<file path="config.mk">
export PLATFORM = sky130hd
export DESIGN_NAME = if_fetch_unit
export DESIGN_NICKNAME = d
export VERILOG_FILES = /design/src/rtl/if_fetch_unit.sv
export SDC_FILE = /design/constraint.sdc
export NUM_CORES = 1
export LEC_CHECK = 0
export CAP_MARGIN = 20
export CORE_MARGIN = 1.5
export CORE_UTILIZATION = 52
export CTS_CLUSTER_SIZE = 16
export DETAILED_ROUTE_END_ITERATION = 10
export GPL_TIMING_DRIVEN = 1
export MAX_ROUTING_LAYER = met4
export PLACE_DENSITY = 0.81
export SLEW_MARGIN = 40
export SYNTH_ARGS = -nofsm -noshare
export SYNTH_HDL_FRONTEND = slang
export SYNTH_SLANG_ARGS = --single-unit
</file>
<file path="constraint.sdc">
create_clock -name clk -period 3.55 [get_ports clk]
set_clock_uncertainty 0.05 [all_clocks]
set_input_delay 0.355 -clock clk [delete_from_list [all_inputs] [get_ports clk]]
set_output_delay 0.355 -clock clk [all_outputs]
set_load 0.02 [all_outputs]
</file>
<file path="src/rtl/if_fetch_unit.sv">
// if_fetch_unit: owns the PC, issues single-outstanding imem fetches and buffers words for IF/ID
module if_fetch_unit #(
  parameter logic [31:0] RESET_PC = 32'h0000_0000,
  parameter int          DEPTH    = 2
) (
  input  logic        clk,
  input  logic        rst,
  output logic        imem_req,
  output logic [31:0] imem_addr,
  input  logic        imem_ready,
  input  logic        imem_rvalid,
  input  logic [31:0] imem_rdata,
  input  logic        id_stall,
  input  logic        redirect,
  input  logic [31:0] redirect_pc,
  output logic        out_valid,
  output logic [31:0] out_next_addr,
  output logic [31:0] out_instr
);
  localparam int PW = $clog2(DEPTH);
  localparam logic [PW:0] FULL = (PW+1)'(DEPTH);
  typedef enum logic [1:0] {REQ, WAIT, DROP} state_t;
  state_t        state_q, state_d;
  logic [31:0]   pc_q, pc_d, req_pc_q, req_pc_d;
  logic [PW-1:0] wr_q, wr_d, rd_q, rd_d;
  logic [PW:0]   count_q, count_d;
  logic [31:0]   nxt_q [DEPTH];
  logic [31:0]   nxt_d [DEPTH];
  logic [31:0]   ins_q [DEPTH];
  logic [31:0]   ins_d [DEPTH];
  logic          fire, push, pop;
  assign imem_addr     = pc_q;
  assign out_valid     = count_q != '0;
  assign out_next_addr = out_valid ? nxt_q[rd_q] : '0;
  assign out_instr     = out_valid ? ins_q[rd_q] : '0;
  // Fetch FSM, PC update and FIFO bookkeeping; a redirect flushes and marks any in-flight response for dropping
  always_comb begin
    imem_req = state_q == REQ && count_q != FULL && !redirect && !rst;
    fire     = imem_req && imem_ready;
    push     = state_q == WAIT && imem_rvalid && !redirect;
    pop      = out_valid && !id_stall && !redirect;
    nxt_d    = nxt_q;
    ins_d    = ins_q;
    if (push) begin
      nxt_d[wr_q] = req_pc_q + 32'd4;
      ins_d[wr_q] = imem_rdata;
    end
    req_pc_d = fire ? pc_q : req_pc_q;
    pc_d     = redirect ? redirect_pc & ~32'h3 : fire ? pc_q + 32'd4 : pc_q;
    state_d  = redirect ? (state_q != REQ && !imem_rvalid ? DROP : REQ)
             : fire ? WAIT
             : state_q != REQ && imem_rvalid ? REQ : state_q;
    count_d  = redirect ? '0 : count_q + (PW+1)'(push) - (PW+1)'(pop);
    wr_d     = redirect ? '0 : wr_q + PW'(push);
    rd_d     = redirect ? '0 : rd_q + PW'(pop);
  end
  // State registers with synchronous reset
  always_ff @(posedge clk) begin
    if (rst) begin
      state_q  <= REQ;
      pc_q     <= RESET_PC;
      req_pc_q <= RESET_PC;
      count_q  <= '0;
      wr_q     <= '0;
      rd_q     <= '0;
    end else begin
      state_q  <= state_d;
      pc_q     <= pc_d;
      req_pc_q <= req_pc_d;
      count_q  <= count_d;
      wr_q     <= wr_d;
      rd_q     <= rd_d;
    end
  end
  // FIFO storage needs no reset: entries are only visible through out_valid
  always_ff @(posedge clk) begin
    nxt_q <= nxt_d;
    ins_q <= ins_d;
  end
  no_overflow: assert property (@(posedge clk) disable iff (rst) !(push && count_q == FULL && !pop));
endmodule

</file>
==> flow_metrics.env <==
export IMPL_area_delta_synth_final_pct=29.08
export IMPL_worst_setup_path_type="register to output port"
export IMPL_route_detailed_drc=0
export IMPL_grt_antenna_before_repair=0
export IMPL_synth_compound_area_share_pct=6.928
export IMPL_wl_per_cell_microns=15.28
export IMPL_grt_pass1_vias=5439
export IMPL_drt_iter0_drc=387
export IMPL_clock_fmax_ghz=0.3528
export IMPL_die_area_sq_um=16640
export IMPL_nFillCells=1107
export IMPL_syn_avg_cell_area_sq_um=11.29
export IMPL_gr_usage_met3_pct=4.200
export IMPL_rows=45
export IMPL_clockBufferDepth=2
export IMPL_ant_nets=0
export IMPL_final_hold_viol_count=0
export IMPL_synth_common_cells="edfxtp_1 (124), nand2_1 (99), nor2_1 (86)"
export IMPL_multiInputGateArea_sq_um=2985
export IMPL_hpwl_microns=11030
export IMPL_cts_root_buf="clkbuf_16"
export IMPL_place_congestion=0.8521
export IMPL_total_leakage_power_nw=3.486
export IMPL_syn_area_sq_um=8253
export IMPL_setup_tns_final_ns=0
export IMPL_synthCells=731
export IMPL_yosys_area_share_xor_xnor_pct=3.608
export IMPL_synth_top_family_by_area="simple AND/OR/NAND/NOR gates"
export IMPL_initial_core_util_pct=53.69
export IMPL_synthFlopType="edfxtp_1"
export IMPL_synthMuxAreaShare_pct=8.338
export IMPL_drive_gt1_share_pct=6.704
export IMPL_worst_setup_path_start_kind="register"
export IMPL_async_reset_ff_share_pct=0
export IMPL_vdd_drop_max_mv=0.3755
export IMPL_cap_violations=0
export IMPL_synth_adder_area_share_pct=0.9096
export IMPL_ys_seq_elements=190
export IMPL_worst_slew_pin_slew_ns=0.7327
export IMPL_hold_start="req_pc_q[7]$_SDFFE_PP0P_"
export IMPL_vias=5969
export IMPL_maxSlewViolCount=0
export IMPL_htreeDepth=4
export IMPL_cts_sinks=190
export IMPL_grt_max_degree=67
export IMPL_path_max_fanout=37
export IMPL_setup_violations_final=0
export IMPL_outcome="completed"
export IMPL_hp_class="register to register"
export IMPL_coreArea_sq_um=15370
export IMPL_numCtsBuffers=17
export IMPL_viasPerCell=5.397
export IMPL_yosysMostFrequentCell="edfxtp_1"
export IMPL_synth_seq_area_share_pct=61.13
export IMPL_synth_edf_count=124
export IMPL_hold_buffers=0
export IMPL_fin_crit_ns=2.835
export IMPL_overflow=0
export IMPL_port_buffers=161
export IMPL_power_per_cell_area_nw_per_um2=426.7
export IMPL_use_met2_pct=32.49
export IMPL_antennaDiodeCount=0
export IMPL_arrival_ns=2.43
export IMPL_busiest_layer="met2"
export IMPL_synth_area_leaders="edfxtp_1 (45%), dfxtp_1 (16%), mux2i_1 (7.5%)"
export IMPL_die_w_microns=129.0
export IMPL_use_met1_pct=27.76
export IMPL_clk_latency_ns=0.43
export IMPL_firstDrtPassIters=5
export IMPL_yosys_warnings=0
export IMPL_r2r_cells=5
export IMPL_track_usage_pct=21.19
export IMPL_rsz0062_at_grt="false"
export IMPL_synthSimpleGateAreaFrac_pct=16.06
export IMPL_synth_top_area_share_pct=45.12
export IMPL_slew_headroom_pct=51.10
export IMPL_cts_tree="yes"
export IMPL_ys_types=55
export IMPL_critical_path_required_ns=3.14
export IMPL_cts_reportedPaths_clkPinSlew_ns=0.07
export IMPL_r2r_start="imem_addr[8]$_SDFFE_PP0P_"
export IMPL_endpoint="out_next_addr[12]"
export IMPL_regToRegEndpoint="imem_addr[31]$_SDFFE_PP0P_"
export IMPL_timing_hold_ws_ns=0.4274
export IMPL_fin_nets=958
export IMPL_reg2reg_slack_ns=1.19
export IMPL_critPathCaptureType="output port"
export IMPL_pin_count=168
export IMPL_dieHeight_microns=129.0
export IMPL_yosys_area_top_type="edfxtp_1"
export IMPL_critical_path_startpoint="rd_q$_SDFF_PP0_"
export IMPL_cts_setup_buffers=0
export IMPL_grt_first_pass_wirelength_microns=26550
export IMPL_seq_area_sq_um=5049
export IMPL_wl_microns=16900
export IMPL_period_share_pct=79.85
export IMPL_cts_resized_gates=0
==> metal layers <==
layer  share of wire, %  wire, microns  vias up
met3                8.0           1355       18
met2                 46           7798      245
met1                 44           7482     2763
met5                  0              0        -
met4                1.6            265        0
li1                   -              -     2943
==> cell families after synthesis <==
| kind of cell | Yosys count |
|---|---|
| buffers and inverters | 58 |
| and+or+nand+nor | 282 |
| other | 1 |
| muxes | 68 |
| xor gates and xnor gates | 34 |
| DFF | 190 |
| AOI/OAI and AO/OA | 92 |
| adders and majority gates | 6 |
==> cell usage in the layout, fill, tap and decap left out, types with 4 or more instances in the layout <==
| cell | synthesis | final |
|---|---|---|
| a21oi_1 | 44 | 44 |
| mux2i_1 | 62 | 62 |
| xnor2_1 | 24 | 24 |
| mux2_2 | 6 | 6 |
| or4_1 | 5 | 5 |
| nor2_1 | 86 | 85 |
| clkbuf_16 | 0 | 17 |
| conb_1 | 1 | 4 |
| dfxtp_1 | 66 | 65 |
| and4_1 | 6 | 6 |
| inv_1 | 15 | 15 |
| nand2_1 | 99 | 99 |
| and2_1 | 4 | 4 |
| and3_1 | 12 | 12 |
| buf_4 | 5 | 8 |
| edfxtp_1 | 124 | 124 |
| a31oi_1 | 11 | 11 |
| nor3_1 | 13 | 13 |
| nand3_1 | 20 | 20 |
| o21ai_0 | 9 | 9 |
| xor2_1 | 10 | 10 |
| ha_1 | 6 | 4 |
| clkdlybuf4s50_1 | 0 | 160 |
| nand4_1 | 18 | 18 |
| clkinvlp_4 | 0 | 4 |
| nor4_1 | 5 | 5 |
==> critical path, stage by stage, from the launching register on <==
cell and delay (ns):
dfxtp_4 0.78, buf_12 0.31, mux2i_1 0.10, nor2_1 0.12, clkdlybuf4s50_1 0.67
==> area by class of cell <==
class | count | share of cell area [%]
clock buffer | 19 | 4.064
clock inverter | 13 | 1.304
inverter | 15 | 0.5285
multi-input combinational | 486 | 28.02
sequential | 190 | 47.39
tap | 211 | 2.478
timing repair buffer | 172 | 16.21
==> how the worst min path moves through the flow <==
stage                                      end  slack (ns)  cells after the start
CTS                 imem_addr[16]$_SDFFE_PP0P_        0.42                      3
floorplan              state_q[1]$_SDFFE_PP0P_        0.38                      1
global route        imem_addr[16]$_SDFFE_PP0P_        0.43                      3
global placement     req_pc_q[31]$_SDFFE_PP0P_        0.41                      2
finish                req_pc_q[7]$_SDFFE_PP0P_        0.43                      2
detailed placement    req_pc_q[7]$_SDFFE_PP0P_        0.42                      2
==> state kept, by name, indices dropped and copies added (netlist names) <==
register and flops:
count_q 2, imem_addr 30, ins_q 64, nxt_q 60, rd_q 1, req_pc_q 30, state_q 2, wr_q 1
==> report_power, final <==
group          switching, mW  leakage, nW  internal [mW]  total [mW]
sequential            0.0475         1.75           2.38        2.43
combinational          0.139         1.47          0.149       0.289
clock                  0.793        0.268           1.04        1.83
==> per-stage QoR <==
stage,cells,worst slack (ns),power (mW),cell area [sq um],util (%)
after floorplan,734,0.3545,2.599,8264,-
after global placement,1074,1.038,2.755,10080,65.58
after detailed placement,1074,1.015,2.759,10080,65.58
after CTS,1106,0.6524,4.581,10650,69.30
after global routing,1106,0.5629,4.697,10650,69.30
final,1106,0.7154,4.546,10650,69.30
(Power assumes the default switching activity.)
==> edit 1, RTL diff (same settings) <==
The 3 states of `state_t` get a one-hot encoding in 3 bits.
--- a/src/rtl/if_fetch_unit.sv
+++ b/src/rtl/if_fetch_unit.sv
@@ -19,7 +19,7 @@
 );
   localparam int PW = $clog2(DEPTH);
   localparam logic [PW:0] FULL = (PW+1)'(DEPTH);
-  typedef enum logic [1:0] {REQ, WAIT, DROP} state_t;
+  typedef enum logic [2:0] {REQ = 3'b001, WAIT = 3'b010, DROP = 3'b100} state_t;
   state_t        state_q, state_d;
   logic [31:0]   pc_q, pc_d, req_pc_q, req_pc_d;
   logic [PW-1:0] wr_q, wr_d, rd_q, rd_d;
Check against the original RTL: same outputs for any inputs over 4 cycles, from zero or initial values and one cycle with rst high; so few cycles prove little.
==> edit 1 against the unedited design <==
Worst setup slack got worse by 0.059 ns. Count of clock-buffer cells in the layout decreased by 1. Synthesized cell count increased by 3.0%. Global-route usage increased by 0.97 points. Design area increased by 1.6%. Synthesized area increased by 1.5%. First-iteration DRC count decreased by 12%. Sequential cell count increased by 1. Wire length increased by 5.0%. Sequential power about the same. Die area increased by 1.4%. Power increased by 4.1%. Clock power increased by 11%.
==> edit 1: results <==
group,metric,value,unit
placement,post-place-ws,0.696,ns
worst_setup_path,r2r_cells,6,
grt,grt_pass1_vias,5774,
power,vdd_drop_max,378,uV
logic_synthesis,synth_sequential_area_ratio,60.5,%
logic_synthesis,yosys.area_share.xor_xnor,3.24,%
power,p_leak,3.57,nW
power,powerComb,260,uW
grt,grt_max_degree,64,
placement,placed_area,10200,sq um
drt,met1_length,7790,um
cells_and_area,final_area,10800,sq um
cells_and_area,drive_gt1_share,7.21,%
cells_and_area,finalNonFillerCells,1131,
grt,groute.usage.overall,22.2,%
worst_hold_path,whs_path_depth,3,
status,status,"completed",
drt,first_pass_iters,6,
sta,tightest_slew,0.734,ns
placement,dp_hpwl,11900,um
drt,dr_wl_met2,8420,um
logic_synthesis,synth_mux_area_share,7.81,%
placement,gp_congestion,0.858,
drt,wl_per_cell,15.7,um
worst_hold_path,hold_path.class,"in2reg",
cells_and_area,fillers,1173,
power,p_sw_share,20.4,%
drt,drt_iter0_drc,341,
power,power_clock,2.04,mW
logic_synthesis,yosys.cell_types.count,53,
logic_synthesis,synthTopCellsByArea,"edfxtp_1 44%, dfxtp_1 16%, mux2i_1 7.4%",
edit 1: layer usage:
layer | GRT usage (%) | vias up
li1 | - | 3018
met1 | 29.4 | 2882
met2 | 34.9 | 268
met3 | 4.14 | 20
met4 | 6.80 | 0
met5 | - | -
edit 1: worst paths after layout:
check / from / endpoint / slack (ns)
min reg2reg: req_pc_q[3] / req_pc_q[3] / 0.43
max: redirect / imem_req / 0.66
max reg2reg: imem_addr[2] / imem_addr[26] / 1.15
min: rst / wr_q / 0.25
edit 1: layout make-up:
type                            instances  share of cell area (%)
Sequential cell                       191                    46.8
Multi-Input combinational cell        506                    28.5
Timing Repair Buffer                  173                    15.8
Clock buffer                           18                    3.97
Tap cell                              216                    2.50
Clock inverter                         14                    1.95
Inverter                               13                   0.451
edit 1: worst max-delay path, delay by kind of cell:
kind | cells | cell delay, ns
and+or+nand+nor | 2 | 0.83
buffers and inverters | 2 | 1.30
==> edit 2, RTL diff (same settings) <==
Made on the original files. Change the parameter `DEPTH` from 2 to 4.
--- a/src/rtl/if_fetch_unit.sv
+++ b/src/rtl/if_fetch_unit.sv
@@ -1,7 +1,7 @@
 // if_fetch_unit: owns the PC, issues single-outstanding imem fetches and buffers words for IF/ID
 module if_fetch_unit #(
   parameter logic [31:0] RESET_PC = 32'h0000_0000,
-  parameter int          DEPTH    = 2
+  parameter int          DEPTH    = 4
 ) (
   input  logic        clk,
   input  logic        rst,
Behaviour: not the same (a bounded check fails within 10 cycles, from zero or initial values and one cycle with rst high).
==> edit 2 against the unedited design <==
Wire length up 58%. Power up 71%. Synthesized area up 59%. Largest cell class unchanged. Largest power group unchanged. Sequential cell count up 127. Worst setup slack worse by 0.29 ns. Design area up 53%. Register-to-register slack better by 0.07 ns.
==> edit 2: results <==
group,metric,value,unit
placement,post-place-ws,0.872,ns
drt,wl_per_cell,19.0,um
logic_synthesis,yosys.cell_types.count,58,
clock_network,numCtsBuffers,34,
drt,drt_iter0_drc,565,
power,p_leak,5.07,nW
sta,max-slew-margin-rel,59.9,%
clock_network,htree_levels,2,
grt,grt_pass1_wl,42100,um
power,p_sw,1.55,mW
clock_network,cts_buffer_depth,3,
sta,min_period,3.12,ns
cells_and_area,fin_nets,1122,
logic_synthesis,synth_edf_count,248,
placement,gp_congestion,0.853,
grt,grt_max_degree,65,
logic_synthesis,synth_sequential_area_ratio,67.1,%
worst_setup_path,critPathArrivalTime,2.72,ns
logic_synthesis,synth_common_cells,"248 x edfxtp_1, 96 x nand2_1, 69 x dfxtp_1",
worst_hold_path,whs_path_depth,3,
placement,dp_hpwl,16300,um
cells_and_area,drive_gt1_share,13.6,%
cells_and_area,reg_top3,"ins_q: 128 flops, nxt_q: 120 flops",
worst_setup_path,crit_fanout,24,
worst_hold_path,hold_path.class,"in2reg",
drt,post_drt_via_cell_ratio,5.66,
status,status,"completed",
grt,groute.usage.overall,21.3,%
grt,grt_pass1_vias,7924,
==> edit 2: worst paths after layout <==
check                  startpoint                 to  slack, ns
hold reg to reg      req_pc_q[31]       req_pc_q[31]       0.43
hold / removal    redirect_pc[20]      imem_addr[20]       0.38
setup / recovery          rd_q[0]  out_next_addr[17]       0.43
setup reg to reg       count_q[1]       imem_addr[7]       1.26
==> edit 2: per-layer routing <==
metal  track usage (%)  routed length, um  vias up
met5                 -                  0        -
met2              34.2              12800      310
li1                  -                  -     3701
met3              3.45               1700       59
met4              6.51                651        0
met1              28.4              11500     3863
==> edit 2: metrics by stage <==
step / std cells / util [%]
final: 1401 / 65.2
after floorplan: 883 / -
after CTS: 1401 / 65.2
after detailed placement: 1341 / 60.9
after global routing: 1401 / 65.2
after global placement: 1341 / 60.9
==> edit 2: kinds of logic after synthesis <==
kind of cell | Yosys count | synth area share [%]
AOI/OAI and AO/OA | 95 | 4.40
adders and majority gates | 5 | 0.533
xor gates and xnor gates | 34 | 2.26
and+or+nand+nor | 299 | 12.5
DFF | 317 | 67.1
other | 1 | 0.0285
buffers and inverters | 62 | 2.15
muxes | 67 | 11.0
==> edit 2: tightest hold or removal path: stages <==
cell and delay (ns):
clkdlybuf4s50_1 0.39, nand2_1 0.06, a31oi_1 0.06
==> edit 2: area by class of cell <==
type                            count  area share [%]
Sequential cell                   317            54.3
Inverter                           13           0.300
Clock inverter                     16           0.761
Timing Repair Buffer              177            11.2
Multi-Input combinational cell    504            25.0
Tap cell                          330            2.54
Clock buffer                       44            5.85
==> edit 2: power by group through the flow <==
stage,Combinational (mW),Clock [mW],Sequential [mW]
after floorplan,0.126,0,4.15
after global placement,0.314,0,4.14
after detailed placement,0.320,0,4.14
after CTS,0.322,3.44,4.06
after global routing,0.346,3.59,4.07
final,0.321,3.37,4.06
